===== src/rtl/tl_a_queue.sv =====
// TileLink A-channel buffering queue: circular FIFO of DEPTH beats with optional
// flow-through (empty bypass) and pipe (full accept-on-dequeue) modes.
module tl_a_queue #(
    parameter int DEPTH    = 2,
    parameter int SOURCE_W = 4,
    parameter int ADDR_W   = 32,
    parameter int DATA_W   = 64,
    parameter int FLOW     = 0,
    parameter int PIPE     = 0,
    localparam int PTR_W   = (DEPTH > 1) ? $clog2(DEPTH) : 1,
    localparam int CNT_W   = $clog2(DEPTH + 1)
) (
    input  logic                  clock,
    input  logic                  reset,
    input  logic                  io_enq_valid,
    output logic                  io_enq_ready,
    input  logic [2:0]            io_enq_bits_opcode,
    input  logic [2:0]            io_enq_bits_param,
    input  logic [3:0]            io_enq_bits_size,
    input  logic [SOURCE_W-1:0]   io_enq_bits_source,
    input  logic [ADDR_W-1:0]     io_enq_bits_address,
    input  logic [DATA_W/8-1:0]   io_enq_bits_mask,
    input  logic [DATA_W-1:0]     io_enq_bits_data,
    input  logic                  io_enq_bits_corrupt,
    output logic                  io_deq_valid,
    input  logic                  io_deq_ready,
    output logic [2:0]            io_deq_bits_opcode,
    output logic [2:0]            io_deq_bits_param,
    output logic [3:0]            io_deq_bits_size,
    output logic [SOURCE_W-1:0]   io_deq_bits_source,
    output logic [ADDR_W-1:0]     io_deq_bits_address,
    output logic [DATA_W/8-1:0]   io_deq_bits_mask,
    output logic [DATA_W-1:0]     io_deq_bits_data,
    output logic                  io_deq_bits_corrupt,
    output logic [CNT_W-1:0]      io_count
);

    typedef struct packed {
        logic [2:0]          opcode;
        logic [2:0]          param;
        logic [3:0]          size;
        logic [SOURCE_W-1:0] source;
        logic [ADDR_W-1:0]   address;
        logic [DATA_W/8-1:0] mask;
        logic [DATA_W-1:0]   data;
        logic                corrupt;
    } beat_t;

    beat_t            ram [DEPTH];
    beat_t            enq_beat, deq_beat;
    logic [PTR_W-1:0] enq_ptr, deq_ptr;
    logic             maybe_full;
    logic             ptr_match, empty, full, bypass;
    logic             do_enq, do_deq, wr_en, rd_en;

    // Explicit wrap so non-power-of-two depths never index past the last slot.
    function automatic logic [PTR_W-1:0] ptr_inc(input logic [PTR_W-1:0] p);
        return (p == PTR_W'(DEPTH - 1)) ? '0 : p + PTR_W'(1);
    endfunction

    assign ptr_match = enq_ptr == deq_ptr;
    assign empty     = ptr_match & ~maybe_full;
    assign full      = ptr_match & maybe_full;
    assign bypass    = (FLOW != 0) & empty;

    assign io_enq_ready = ~full | ((PIPE != 0) & io_deq_ready);
    assign io_deq_valid = ~empty | (bypass & io_enq_valid);

    assign do_enq = io_enq_valid & io_enq_ready;
    assign do_deq = io_deq_valid & io_deq_ready;
    // A bypassed beat leaves storage untouched; a deq from an empty queue can only be a bypass.
    assign wr_en  = do_enq & ~(bypass & io_deq_ready);
    assign rd_en  = do_deq & ~empty;

    assign enq_beat = '{opcode:  io_enq_bits_opcode,
                        param:   io_enq_bits_param,
                        size:    io_enq_bits_size,
                        source:  io_enq_bits_source,
                        address: io_enq_bits_address,
                        mask:    io_enq_bits_mask,
                        data:    io_enq_bits_data,
                        corrupt: io_enq_bits_corrupt};

    assign deq_beat = bypass ? enq_beat : ram[deq_ptr];

    assign io_deq_bits_opcode  = deq_beat.opcode;
    assign io_deq_bits_param   = deq_beat.param;
    assign io_deq_bits_size    = deq_beat.size;
    assign io_deq_bits_source  = deq_beat.source;
    assign io_deq_bits_address = deq_beat.address;
    assign io_deq_bits_mask    = deq_beat.mask;
    assign io_deq_bits_data    = deq_beat.data;
    assign io_deq_bits_corrupt = deq_beat.corrupt;

    always_ff @(posedge clock) begin
        if (wr_en) ram[enq_ptr] <= enq_beat;
    end

    always_ff @(posedge clock) begin
        if (reset) begin
            enq_ptr    <= '0;
            deq_ptr    <= '0;
            maybe_full <= 1'b0;
        end else begin
            if (wr_en) enq_ptr <= ptr_inc(enq_ptr);
            if (rd_en) deq_ptr <= ptr_inc(deq_ptr);
            if (wr_en != rd_en) maybe_full <= wr_en;
        end
    end

    always_comb begin
        if (ptr_match)
            io_count = maybe_full ? CNT_W'(DEPTH) : '0;
        else if (enq_ptr > deq_ptr)
            io_count = CNT_W'(enq_ptr) - CNT_W'(deq_ptr);
        else
            io_count = CNT_W'(DEPTH) + CNT_W'(enq_ptr) - CNT_W'(deq_ptr);
    end

endmodule


===== config.mk =====
export PLATFORM = sky130hd
export DESIGN_NAME = tl_a_queue
export DESIGN_NICKNAME = d
export VERILOG_FILES = /design/src/rtl/tl_a_queue.sv
export SDC_FILE = /design/constraint.sdc
export NUM_CORES = 1
export LEC_CHECK = 0
export BUFFER_PORTS_ARGS = -buffer_cell sky130_fd_sc_hd__buf_2
export CAP_MARGIN = 20
export CORE_MARGIN = 4
export CORE_UTILIZATION = 48
export DETAILED_ROUTE_END_ITERATION = 8
export PLACE_DENSITY = 0.71
export SLEW_MARGIN = 20
export SYNTH_ARGS = -nofsm -noshare
export SYNTH_HDL_FRONTEND = slang
export SYNTH_SLANG_ARGS = --single-unit
export TNS_END_PERCENT = 20

===== constraint.sdc =====
create_clock -name clock -period 12.7 [get_ports clock]
set_clock_uncertainty 0.2 [all_clocks]
set_input_delay 0.635 -clock clock [delete_from_list [all_inputs] [get_ports clock]]
set_output_delay 0.635 -clock clock [all_outputs]
set_load 0.01 [all_outputs]

==> impl_metrics.env <==
export IMPL_clk_pin_slew_ns=0.06
export IMPL_fmax_ghz=0.279
export IMPL_grt_setup_unrepaired="no"
export IMPL_cp_end_kind="output port"
export IMPL_io_pins=246
export IMPL_antenna_found_initial=3
export IMPL_final_nets=780
export IMPL_peakVddDrop_uv=97.8
export IMPL_syn_cell_area_um2=8860
export IMPL_detail_route_antenna_nets=0
export IMPL_final_common_cell="buf_2"
export IMPL_cts_resized=0
export IMPL_port_buffers=245
export IMPL_synthCells=394
export IMPL_post_route_util=0.605
export IMPL_power_mw=1.75
export IMPL_grt_overflow=0
export IMPL_p_sw_mw=0.378
export IMPL_die_h_um=144
export IMPL_power_share_combinational=0.101
export IMPL_cts_root_buf="clkbuf_16"
export IMPL_grt_pass1_wl_um=25300
export IMPL_route_detailed_drc=0
export IMPL_core_area_um2=18100
export IMPL_crit_chain="buf_4 > mux2_2 > buf_2"
export IMPL_route_final_wire_length_um=16800
export IMPL_synth_top_area_frac=0.806
export IMPL_worstPathRequired_ns=11.86
export IMPL_grt_start_max_net_pins=67
export IMPL_power_frac_clock=0.356
export IMPL_dp_cells=859
export IMPL_whs_ns=0.123
export IMPL_slowest_stage="dfxtp_4"
export IMPL_intPower_mw=1.37
export IMPL_p_leak_nw=4.06
export IMPL_cpPeakStageDelay_ns=0.80
export IMPL_drt_initial_drc_count=173
export IMPL_setup_viol=0
export IMPL_tns_ns=0
export IMPL_tightestPinTransition_ns=0.921
export IMPL_pwr_density_cell_nw_per_um2=160
export IMPL_vias_per_cell=5.02
export IMPL_ys_flop_type="edfxtp_1"
export IMPL_holdCritPathClass="in2reg"
export IMPL_post_cts_repair_setup_buffers=0
export IMPL_die_area_um2=20700
export IMPL_slew_viol_final=0
export IMPL_hold_viol_final=0
export IMPL_hpwl_um=11200
export IMPL_grt_pass1_vias=4971
export IMPL_syn_avg_cell_area_um2=22.5
export IMPL_numCtsBuffers=25
export IMPL_synth_area_top_cells="edfxtp_1, mux2_2, clkbuf_8, dfxtp_1, buf_6"
export IMPL_yosysUniqueCellTypes=20
export IMPL_fp_dieW_um=144
export IMPL_timing_max_cap_violations=0
export IMPL_grtUsageMet3=0.0509
export IMPL_gp_congestion=0.771
export IMPL_wl_per_cell_um=18.6
export IMPL_grt_busiest_layer="met2"
export IMPL_use_met1=0.181
export IMPL_start_util=0.490
export IMPL_track_usage=0.155
export IMPL_start_kind="flop"
export IMPL_power_frac_seq=0.543
export IMPL_timing_final_crit_share=0.283
export IMPL_outcome="completed"
export IMPL_max_slew_margin_rel=0.386
export IMPL_critPathArrivalTime_ns=2.75
export IMPL_area_delta_synth_final_pct=23.5
export IMPL_post_synth_top_area_cell="edfxtp_1"
export IMPL_fin_cells=902
export IMPL_syn_nets=517
export IMPL_drive_gt1_frac=0.594
export IMPL_grt_use_met2=0.269
export IMPL_yosysSeqAreaShare=0.815
export IMPL_cts_tree="yes"
export IMPL_period_minus_slack_ns=3.59
export IMPL_cts_htree_levels=1
export IMPL_synth_seq_cells=242
export IMPL_cts_hold_buf=0
export IMPL_drt_first_pass_iters=6
export IMPL_synth_edf_count=238
export IMPL_cp_max_fo=66
export IMPL_p_sw_frac=0.216
export IMPL_final_cell_mix="buf_2, edfxtp_1, mux2_2, clkbuf_16, clkinv_1"
export IMPL_cts_sinks=242
export IMPL_cts_max_path_buffers=3
export IMPL_yosys_warnings=0
export IMPL_synthArstFlopShare=0
export IMPL_num_rows=49
export IMPL_insertion_delay_ns=0.50
export IMPL_critPathKind="reg2out"
export IMPL_via_count=4527
==> worst paths after layout <==
check | start | endpoint | slack [ns] | cells after the start
max | flop | io_deq_bits_size[3] | 9.11 | 3
min | io_enq_bits_mask[6] | ram[1][71]$_DFFE_PP_ | 0.12 | 1
max reg2reg | maybe_full$_SDFFE_PP0P_ | ram[1][76]$_DFFE_PP_ | 10.04 | 3
min reg2reg | enq_ptr$_SDFFE_PP0P_ | enq_ptr$_SDFFE_PP0P_ | 0.38 | 2
==> through the flow <==
step / setup WS (ns) / cell area, µm²
after floorplan: 2.58 / 8860
after global placement: 9.62 / 10200
after detailed placement: 9.60 / 10200
after CTS: 9.05 / 10900
after global routing: 8.96 / 10900
final: 9.11 / 10900
==> sequential cells by signal, summed over array words and instances (netlist names), named ones only <==
| signal | cells |
|---|---|
| maybe_full | 1 |
| enq_ptr | 1 |
| ram | 238 |
| deq_ptr | 1 |
==> final cells by class <==
type | instances | area (µm²)
Antenna cell | 1 | 2.50
Clock buffer | 31 | 648
Clock inverter | 11 | 47.5
Fill cell | 1337 | 7140
Inverter | 2 | 7.51
Multi-Input combinational cell | 137 | 1470
Sequential cell | 242 | 7230
Tap cell | 229 | 287
Timing Repair Buffer | 249 | 1260
==> power groups by stage <==
stage | Clock, mW | Combinational (mW) | Sequential [mW]
after global placement | 0 | 0.176 | 0.965
after detailed placement | 0 | 0.180 | 0.968
after floorplan | 0 | 0.108 | 0.970
after CTS | 0.645 | 0.181 | 0.952
after global routing | 0.682 | 0.193 | 0.955
final | 0.624 | 0.177 | 0.951
==> synthesized netlist by cell type (2+ instances only) <==
library cell and instances:
buf_6 2, nand2_1 2, nor2_1 2, nand3b_1 2, mux2_2 119, clkbuf_8 11
a211oi_1 2, dfxtp_1 4, edfxtp_1 238, inv_1 2
==> critical path, delay by kind of cell, from the launching register on <==
family	cells	cell delay, ns
mux	1	0.44
flops	1	0.80
buf+inv	2	0.92
==> cell families (layout without fill, tap and decap cells) <==
| family | Yosys count | after routing | synth area share |
|---|---|---|---|
| flops | 242 | 242 | 0.815 |
| mux | 119 | 119 | 0.151 |
| buf+inv | 15 | 293 | 0.0205 |
| simple gates | 12 | 12 | 0.00777 |
| compound gates | 5 | 5 | 0.00424 |
| xor+xnor | 1 | 1 | 0.000988 |
| other cells | 0 | 1 | 0 |
==> per-layer routing <==
metal	share of wire	wire length, µm
met2	0.51	8510
met1	0.38	6350
met4	0.028	467
met5	0.0017	28
met3	0.086	1450
Note: power is estimated with default switching activity, not from simulation.
